[config.mk]
export PLATFORM = sky130hd
export DESIGN_NAME = peripheral_apb2ahb3
export DESIGN_NICKNAME = d
export VERILOG_FILES = /design/src/rtl/peripheral_apb2ahb3.sv
export SDC_FILE = /design/constraint.sdc
export NUM_CORES = 1
export LEC_CHECK = 0
export BUFFER_PORTS_ARGS = -buffer_cell sky130_fd_sc_hd__buf_2
export CORE_UTILIZATION = 41
export CTS_CLUSTER_DIAMETER = 30
export DETAILED_ROUTE_END_ITERATION = 16
export GPL_TIMING_DRIVEN = 0
export PLACE_DENSITY = 0.87
export SLEW_MARGIN = 20
export SYNTH_ARGS = -nofsm -noshare
export SYNTH_HDL_FRONTEND = slang
export SYNTH_SLANG_ARGS = --single-unit
[constraint.sdc]
create_clock -name HCLK -period 1.85 [get_ports HCLK]
set_input_delay 0.37 -clock HCLK [delete_from_list [all_inputs] [get_ports HCLK]]
set_output_delay 0.37 -clock HCLK [all_outputs]
set_load 0.01 [all_outputs]
[src/rtl/peripheral_apb2ahb3.sv]
// APB-slave to AHB-Lite-master bridge: each accepted APB transfer becomes one
// AHB-Lite SINGLE transfer, one transfer outstanding at a time, all on HCLK.
module peripheral_apb2ahb3 #(
  parameter int unsigned HADDR_SIZE = 32,
  parameter int unsigned HDATA_SIZE = 32,
  parameter int unsigned PADDR_SIZE = 10,
  parameter int unsigned PDATA_SIZE = 8,
  parameter logic [HADDR_SIZE-1:0] HADDR_BASE = '0
) (
  input  logic                  HRESETn,
  input  logic                  HCLK,
  // APB slave side
  input  logic                  PSEL,
  input  logic                  PENABLE,
  input  logic [2:0]            PPROT,
  input  logic                  PWRITE,
  input  logic                  PSTRB,
  input  logic [PADDR_SIZE-1:0] PADDR,
  input  logic [PDATA_SIZE-1:0] PWDATA,
  output logic [PDATA_SIZE-1:0] PRDATA,
  output logic                  PREADY,
  output logic                  PSLVERR,
  // AHB-Lite master side
  output logic [HADDR_SIZE-1:0] HADDR,
  output logic [HDATA_SIZE-1:0] HWDATA,
  input  logic [HDATA_SIZE-1:0] HRDATA,
  output logic                  HWRITE,
  output logic [2:0]            HSIZE,
  output logic [2:0]            HBURST,
  output logic [3:0]            HPROT,
  output logic [1:0]            HTRANS,
  output logic                  HMASTLOCK,
  input  logic                  HREADY,
  input  logic                  HRESP
);

  localparam int unsigned LANES    = HDATA_SIZE / PDATA_SIZE;
  localparam int unsigned LANE_LSB = $clog2(PDATA_SIZE / 8);
  localparam int unsigned LANE_W   = (LANES > 1) ? $clog2(LANES) : 1;
  localparam logic [2:0]  SIZE_ENC = 3'(LANE_LSB);
  // Upper part of the AHB window; the low PADDR_SIZE bits come from PADDR.
  localparam logic [HADDR_SIZE-1:0] BASE_HI =
    HADDR_BASE & ({HADDR_SIZE{1'b1}} << PADDR_SIZE);

  localparam logic [1:0] HTRANS_IDLE   = 2'b00;
  localparam logic [1:0] HTRANS_NONSEQ = 2'b10;

  typedef enum logic [1:0] {ST_IDLE, ST_ADDR, ST_DATA, ST_RESP} state_t;

  state_t                state;
  logic [LANE_W-1:0]     lane_c;
  logic [PDATA_SIZE-1:0] rd_lane_c;
  logic                  unused_pprot;

  // PPROT[1] (secure/non-secure) has no AHB-Lite counterpart.
  assign unused_pprot = PPROT[1];

  // Burst type and lock are fixed: only SINGLE, never locked.
  assign HBURST    = 3'b000;
  assign HMASTLOCK = 1'b0;

  // Select the APB-wide byte lane of HRDATA addressed by the latched HADDR.
  always_comb begin
    lane_c    = (LANES > 1) ? LANE_W'(HADDR >> LANE_LSB) : '0;
    rd_lane_c = PDATA_SIZE'(HRDATA >> (32'(lane_c) * PDATA_SIZE));
  end

  // Bridge FSM with registered APB and AHB outputs.
  always_ff @(posedge HCLK or negedge HRESETn) begin
    if (!HRESETn) begin
      state   <= ST_IDLE;
      HADDR   <= '0;
      HWDATA  <= '0;
      HWRITE  <= 1'b0;
      HSIZE   <= 3'b000;
      HPROT   <= 4'b0000;
      HTRANS  <= HTRANS_IDLE;
      PRDATA  <= '0;
      PREADY  <= 1'b0;
      PSLVERR <= 1'b0;
    end else begin
      case (state)
        ST_IDLE: begin
          if (PSEL && !PENABLE) begin
            HADDR  <= BASE_HI | HADDR_SIZE'(PADDR);
            HWRITE <= PWRITE;
            HSIZE  <= SIZE_ENC;
            HPROT  <= {2'b00, PPROT[0], ~PPROT[2]};
            HWDATA <= {LANES{PWDATA}};
            if (PWRITE && !PSTRB) begin
              // Write with no strobes: nothing to do on AHB, complete at once.
              PREADY  <= 1'b1;
              PSLVERR <= 1'b0;
              state   <= ST_RESP;
            end else begin
              HTRANS <= HTRANS_NONSEQ;
              state  <= ST_ADDR;
            end
          end
        end
        ST_ADDR: begin
          if (HREADY) begin
            HTRANS <= HTRANS_IDLE;
            state  <= ST_DATA;
          end
        end
        ST_DATA: begin
          // First cycle of a two-cycle ERROR (HREADY low) is simply waited out.
          if (HREADY) begin
            if (!HWRITE) begin
              PRDATA <= rd_lane_c;
            end
            PSLVERR <= HRESP;
            PREADY  <= 1'b1;
            state   <= ST_RESP;
          end
        end
        ST_RESP: begin
          PREADY  <= 1'b0;
          PSLVERR <= 1'b0;
          state   <= ST_IDLE;
        end
        default: state <= ST_IDLE;
      endcase
    end
  end

endmodule
==> results of run 1 <==
[critical path: stages (launching register included)]
cell                       delay, ns
sky130_fd_sc_hd__dfrtp_1        0.41
sky130_fd_sc_hd__inv_1          0.16
sky130_fd_sc_hd__ha_1           0.17
sky130_fd_sc_hd__buf_2          0.18
sky130_fd_sc_hd__nand3b_1       0.15
sky130_fd_sc_hd__buf_4          0.18
sky130_fd_sc_hd__buf_6          0.14
sky130_fd_sc_hd__mux2_2         0.27
[power by group]
part           internal (W)  total [W]  leakage (nW)  switching [W]
Combinational       0.00151    0.00265          1.23        0.00114
Sequential          0.00112    0.00139         0.408       0.000263
Clock              0.000287   0.000526        0.0431       0.000240
[routing by layer]
layer | vias up | wire length, um | global-route usage
li1 | 829 | - | -
met1 | 792 | 1780 | 0.183
met2 | 98 | 2480 | 0.305
met3 | 2 | 401 | 0.0480
met4 | 0 | 14 | 0.0385
met5 | - | 0 | 0
[cells in the final DEF (no fill, tap or decap)]
cell,n
sky130_fd_sc_hd__a21bo_2,1
sky130_fd_sc_hd__a21oi_1,2
sky130_fd_sc_hd__a221o_1,1
sky130_fd_sc_hd__a2bb2oi_1,1
sky130_fd_sc_hd__buf_2,117
sky130_fd_sc_hd__buf_4,62
sky130_fd_sc_hd__buf_6,3
sky130_fd_sc_hd__clkbuf_1,1
sky130_fd_sc_hd__clkbuf_8,6
sky130_fd_sc_hd__conb_1,32
sky130_fd_sc_hd__dfrtp_1,34
sky130_fd_sc_hd__ha_1,7
sky130_fd_sc_hd__inv_1,3
sky130_fd_sc_hd__inv_2,1
sky130_fd_sc_hd__mux2_2,29
sky130_fd_sc_hd__mux2i_1,3
sky130_fd_sc_hd__mux4_2,8
sky130_fd_sc_hd__nand2_1,1
sky130_fd_sc_hd__nand2b_1,1
sky130_fd_sc_hd__nand3_1,2
sky130_fd_sc_hd__nand3b_1,3
sky130_fd_sc_hd__nand4bb_1,1
sky130_fd_sc_hd__nor2_1,3
sky130_fd_sc_hd__nor2b_1,3
sky130_fd_sc_hd__nor4_1,1
sky130_fd_sc_hd__nor4b_1,1
sky130_fd_sc_hd__o211ai_1,2
sky130_fd_sc_hd__o21ai_0,2
sky130_fd_sc_hd__or4_1,1
[registers in the layout (all words and copies together), names as in the netlist]
name     count
HADDR       10
HWDATA       8
PRDATA       8
HPROT        2
state        2
HTRANS       1
HWRITE       1
PREADY       1
PSLVERR      1
[final timing paths]
check,startpoint,endpoint,cells past startpoint
min in group HCLK,PPROT[2],HPROT[0]$_DFFE_PN0P_,2
max,state[1]$_DFFE_PN0P_,HWDATA[25]$_DFFE_PN0P_,7
min,HRESETn,HADDR[6]$_DFFE_PN0P_,1
max in group asynchronous,HRESETn,PRDATA[6]$_DFFE_PN0P_,1
max reg2reg,state[1]$_DFFE_PN0P_,HWDATA[25]$_DFFE_PN0P_,7
min reg2reg,HADDR[4]$_DFFE_PN0P_,HADDR[4]$_DFFE_PN0P_,1
[final cells by class]
type                       count  area [um^2]
sequential                    34          851
multi-input combinational    105          915
buffer                        61          463
fill                         389         1810
clock buffer                   6         82.6
tap                           67         83.8
timing repair buffer         122          626
inverter                       4         15.0
[cell families after synthesis]
kind of cell,count (synthesis),synth area share
buffers and inverters,65,0.220
muxes,40,0.254
DFF,34,0.402
and+or+nand+nor,17,0.0503
AOI/OAI and AO/OA,9,0.0302
adders and majority gates,7,0.0414
other,1,0.00177
[metrics by stage]
step / setup WS, ns / hold slack [ns] / cells / instance area (um^2)
3_3_place_gp: 0.00102 / 0.463 / 386 / 2890
2_1_floorplan: 0.214 / 0.0744 / 204 / 2230
4_1_cts: 0.0157 / 0.186 / 392 / 2980
5_1_grt: 0.000742 / 0.223 / 399 / 3040
3_5_place_dp: -0.0396 / 0.488 / 386 / 2890
6_report: 0.0750 / 0.155 / 399 / 3040
[synth_stat cells]
master and count:
sky130_fd_sc_hd__a21bo_2 1, sky130_fd_sc_hd__a21oi_1 2, sky130_fd_sc_hd__a221o_1 1, sky130_fd_sc_hd__a2bb2oi_1 1, sky130_fd_sc_hd__buf_2 3, sky130_fd_sc_hd__buf_4 56
sky130_fd_sc_hd__buf_6 1, sky130_fd_sc_hd__clkbuf_1 1, sky130_fd_sc_hd__conb_1 1, sky130_fd_sc_hd__dfrtp_1 34, sky130_fd_sc_hd__ha_1 7, sky130_fd_sc_hd__inv_1 4
sky130_fd_sc_hd__mux2_2 29, sky130_fd_sc_hd__mux2i_1 3, sky130_fd_sc_hd__mux4_2 8, sky130_fd_sc_hd__nand2_1 1, sky130_fd_sc_hd__nand2b_1 1, sky130_fd_sc_hd__nand3_1 2
sky130_fd_sc_hd__nand3b_1 3, sky130_fd_sc_hd__nand4bb_1 1, sky130_fd_sc_hd__nor2_1 3, sky130_fd_sc_hd__nor2b_1 3, sky130_fd_sc_hd__nor4_1 1, sky130_fd_sc_hd__nor4b_1 1
sky130_fd_sc_hd__o211ai_1 2, sky130_fd_sc_hd__o21ai_0 2, sky130_fd_sc_hd__or4_1 1
[repair_timing]
action,in CTS,in global routing
pin swaps,0,1
gates resized for setup,2,3
endpoints found under the setup margin,18,18
cloned,0,1
hold buffers,0,0
buffers inserted,0,6
==> run summary, run 1 <==
The start-to-end type of the worst setup path is reg -> reg. In the post-synthesis netlist, the biggest area contributors are sky130_fd_sc_hd__dfrtp_1 40%, sky130_fd_sc_hd__buf_4 20%, sky130_fd_sc_hd__mux2_2 15%, sky130_fd_sc_hd__mux4_2 8.5%, sky130_fd_sc_hd__ha_1 4.1%. The initialized floorplan defines 25 standard-cell rows. The leakage power figure is approximately 1.7 nW. Counting along the longest clock path gives a buffer depth of 2. IR analysis of the VDD net gives a maximum drop of 0.740 mV. The count of buffers from port buffering came out at ~120. The total overflow reported by the global router came out at 0.

The pin count of the biggest net entering global routing is 35. The global-route wire length before repair is ~6800 um. The iteration count of the initial detailed-routing pass came out at 4.

The die height is between 70 and 80 um. The clock input transition at the sequential cells of the worst setup and hold paths came out at around 0.070 ns. The areal power density over the cells is 1500 nW/um^2.

The max capacitance violation total is 0. The via count of the first global-routing pass came out at 1547. The HPWL reported at the end of detailed placement is between 3000 and 4000 um. The count of nets after finishing is between 400 and 500. The number of H-tree levels came out at 2.

The number of max-slew violations in the final report came out at 0. The total negative slack for setup checks came out at 0 ns. The number of vias in the routed layout came out at around 1700. The final cell utilization of the core is 0.626. The layout overhead on the synthesized area is 43.6%. The register-to-register setup slack came out at roughly 0.075 ns. The CTS buffer count came out at 5. At the worst endpoint, the required time is ~2 ns. The global routing usage summed across all routing layers came out at 0.164. The clock insertion delay at the later pin of the skew report is approximately 0.27 ns.

The top-area cell type share of the netlist area is 0.402. The floorplan die width came out at approximately 74 um. The total power draw is approximately 0.0046 W. The number of instances in the synthesized netlist came out at between 150 and 200. TritonCTS built the clock tree. Of all cell types, the one taking the most synthesized area is sky130_fd_sc_hd__dfrtp_1.

The number of nets with antenna violations after detailed routing is 0. The nature of the critical path startpoint is a flop. The mapped netlist covers 2110 um^2.

Setup repair after global routing left no endpoint under its margin. In the finished design, the share of the clock period the worst path needs comes to 0.959. The path class of the tightest hold or removal check is in -> async. The I/O pin total came out at 149. The number of hold-slack violations in the final timing report is 0. Using the TritonRoute via totals, the vias-per-cell ratio works out to 4.31. The maximum clock skew at final layout came out at about 0.0041 ns. The number of antenna diodes in the final layout is 0. The average footprint of a synthesized cell came out at between 10 and 15 um^2. The area of the core came out at between 4000 and 5000 um^2. The starting density of the core came out at 0.436.

The largest fanout of any net on the critical path came out at 10. The initial antenna violation count came out at 0. The post-synthesis sequential element count came out at 34. The DRC violation count after routing is 0. Counting distinct cell types in the post-synthesis netlist gives 27. The number of sinks driven by the clock tree is 34. The share of the yosys chip area belonging to registers came out at 0.402. The violation count after the first detailed-route iteration is 22. At the end of routability-driven placement, the weighted congestion stood at 0.768. In the final layout, the share of cells above drive strength 1 is 0.684. Subtracting the final worst setup slack from the clock period gives about 1.8 ns.

For the worst setup path, the data arrival time is between 1.5 and 2 ns. The highest clock rate is ~0.56 GHz. The die footprint came out at 5450 um^2. The headroom to the max-slew limit came out at 0.503. STA classifies the critical path endpoint as a flop. Yosys printed 0 warnings.

Setup violations remaining at the end of the flow were counted as 0. The sum of routed wire length over all layers is 4670 um. The slew at the pin with the worst max-slew slack came out at between 0.7 and 0.8 ns. The routed length per placed instance is about 12 um.

Clock tree synthesis selected as its root buffer the cell sky130_fd_sc_hd__clkbuf_8. The run finished with clean final reports.
Note: power is estimated with default switching activity, not from simulation.
==> run 2, diff against run 1 <==
PLACE_DENSITY = 0.79   (was 0.87)
==> run summary, run 2 (same netlist as run 1, synthesis figures left out) <==
The total negative slack for setup checks came out at 0 ns. The area of the core is ~4800 um^2. The number of sinks driven by the clock tree came out at 34.

The maximum clock skew at final layout is 0.00268 ns. The number of max-slew violations in the final report came out at 0. The I/O pin total came out at 149.

The launching instance or port of the critical path is state[0]$_DFFE_PN0P_. The total number of placement rows came out at 25. The share of cells above drive strength 1 came out at 0.672. The delay contributed by the slowest stage of the critical path is approximately 0.4 ns.

For the worst-skew pair, the clock arrives at the later sink with an insertion delay of approximately 0.28 ns. The highest routing layer actually used is met4. The floorplan step set the die height to 73.8 um. The count of nets after finishing is between 300 and 400. Including well taps, the total number of placed cells is approximately 390.

The total power draw came out at between 0.004 and 0.005 W. The slowest stage of the critical path belongs to the cell sky130_fd_sc_hd__dfrtp_1. The library cells used most frequently in the layout, excluding fill and tap cells, are 116 x sky130_fd_sc_hd__buf_2, 60 x sky130_fd_sc_hd__buf_4, 34 x sky130_fd_sc_hd__dfrtp_1, 32 x sky130_fd_sc_hd__conb_1, 29 x sky130_fd_sc_hd__mux2_2. The CTS buffer count is 5.

The fraction of the cycle the final worst path needs is 0.946. The pin count of the biggest net entering global routing is 35. The headroom to the max-slew limit is 0.495.

The sum of met3 wire segment lengths after detailed routing is between 400 and 500 um. The largest vdd supply drop is 0.873 mV. The min-delay analysis places its worst path in the category in -> async. The CTS tree is done. The die footprint is between 5000 and 6000 um^2. The start-to-end type of the worst setup path is reg -> reg. The register name with the most flops is HADDR. The final setup violation count came out at 0. The number of H-tree levels is 2.

In the final routed layout, each cell accounts on average for roughly 11 um. The critical path goes through inv_1 > ha_1 > buf_2 > nand3b_1 > buf_4 > mux2_2. The count of fill cells added during filler insertion came out at 407.

For this design the ratio of total power to cell area is approximately 1500 nW/um^2. The type of element capturing the critical path is a flop. The tool flagged a number of max-cap violations equal to 0. The first detailed-routing pass ran for 4 iterations. The flow ran to the end, and the final reports show no timing, DRC or antenna violations. The number of flip-flops under the largest register name is 10. The library cell used most frequently in the layout, excluding fill and tap cells, is sky130_fd_sc_hd__buf_2. The DRC violation count after routing is 0.

CTS placed an instance of sky130_fd_sc_hd__clkbuf_8 at the clock tree root. Clock-pin slew was measured on the worst setup and hold paths at roughly 0.070 ns. The wire length on met1 came out at approximately 1800 um. The buffer depth of the longest clock path is 2. The slew at the pin with the worst max-slew slack is 0.758 ns. The startpoint identified for the worst register-to-register timing path is state[0]$_DFFE_PN0P_. For the worst setup path, the data arrival time is 1.91 ns. The routed length on met2 is 2200 um. The total overflow reported by the global router came out at 0.

The total inserted antenna cells came out at 0. The flip-flop and latch area is between 800 and 900 um^2. The first global-routing pass estimated between 6000 and 7000 um of wire. The cell family contributing the most delay on the critical path is buffers and inverters.

The total area of multi-input combinational cells came out at approximately 910 um^2. Measured along the x axis, the die boundary spans 73.8 um. For this configuration, the core starts out at a cell density of 0.436. The final non-filler cell total is between 300 and 400. Setup repair after global routing could not meet its margin everywhere. Compared with the post-synthesis result, the final layout area differs by 42.7%. The count of nets left with antenna violations once routing finished came out at 0. The initial antenna violation count is 0. The post-placement cell area came out at 2890 um^2. The number of hold-slack violations in the final timing report was 0. Across all layers, the routed design uses around 1700 vias. The largest fanout of any net on the critical path is 10. The leakage power figure is about 1.7 nW. The post-layout instance area is between 3000 and 4000 um^2. The final weighted congestion in routability-driven placement is 0.701. The largest registers in the layout are HADDR x10, HWDATA x8, PRDATA x8.

The nature of the critical path startpoint is a flop. The via count of the first global-routing pass came to about 1400. At the end of the flow the core is filled with cells to 0.622. The sum of routed wire length over all layers is 4470 um.

The per-cell via count in the routed design came out at ~4.2. The highest clock rate is between 0.5 and 0.6 GHz. For the finished layout, the period the worst path requires is about 1.7 ns. Summed over all nets, the half-perimeter wirelength after detailed placement is between 3000 and 4000 um.

The count of buffers from port buffering came out at about 120. For the worst setup path, the data required time is between 2 and 2.5 ns. The violation count after the first detailed-route iteration came out at 46. The global routing usage summed across all routing layers is 0.162. The critical path buffer and inverter count is 3.
==> run 2: cell count changes in the layout (fill, tap and decap cells not counted) <==
cell / delta
sky130_fd_sc_hd__buf_4: -2
sky130_fd_sc_hd__buf_6: -2
sky130_fd_sc_hd__clkbuf_1: +2
sky130_fd_sc_hd__buf_2: -1
sky130_fd_sc_hd__bufinv_16: +1
sky130_fd_sc_hd__clkbuf_8: -1
sky130_fd_sc_hd__inv_1: +1
sky130_fd_sc_hd__inv_2: -1
==> run 2: timing repair <==
action	CTS	global route
pin swaps	0	1
resized for setup	2	0
hold buffers	0	0
setup buffers	0	2
endpoints found under the setup margin	18	18
==> run 2: final timing paths <==
path | depth (start not counted) | slack (ns) | endpoint
setup reg to reg | 6 | 0.10 | HADDR[4]$_DFFE_PN0P_
hold / removal | 1 | 0.16 | state[1]$_DFFE_PN0P_
min in group HCLK | 2 | 0.30 | HPROT[0]$_DFFE_PN0P_
setup / recovery | 6 | 0.10 | HADDR[4]$_DFFE_PN0P_
hold reg to reg | 1 | 0.50 | HADDR[3]$_DFFE_PN0P_
max in group asynchronous | 1 | 1.21 | PRDATA[0]$_DFFE_PN0P_
==> run 2: metal layers <==
metal	GRT usage	vias up
met1	0.192	751
met5	0	-
li1	-	825
met3	0.0617	5
met2	0.276	86
met4	0.0385	0
==> run 2: cell type report <==
type                            count  area share
Sequential cell                    34       0.282
Tap cell                           67      0.0278
Inverter                            4     0.00498
Buffer                             61       0.151
Multi-Input combinational cell    105       0.303
Clock buffer                        7      0.0253
Timing Repair Buffer              117       0.196
Clock inverter                      1     0.00995
==> run 2: metrics by stage <==
| stage | setup slack (ns) | hold slack [ns] |
|---|---|---|
| 6_report | 0.101 | 0.162 |
| 5_1_grt | -0.0221 | 0.227 |
| 4_1_cts | 0.0224 | 0.189 |
| 3_5_place_dp | -0.0249 | 0.487 |
| 3_3_place_gp | 0.0110 | 0.480 |
| 2_1_floorplan | 0.214 | 0.0744 |
==> run 2: power breakdown <==
group / switching, W / internal, W / total, W
clock: 0.000257 / 0.000403 / 0.000660
sequential: 0.000262 / 0.00112 / 0.00138
combinational: 0.00110 / 0.00146 / 0.00256
total: 0.00162 / 0.00298 / 0.00460
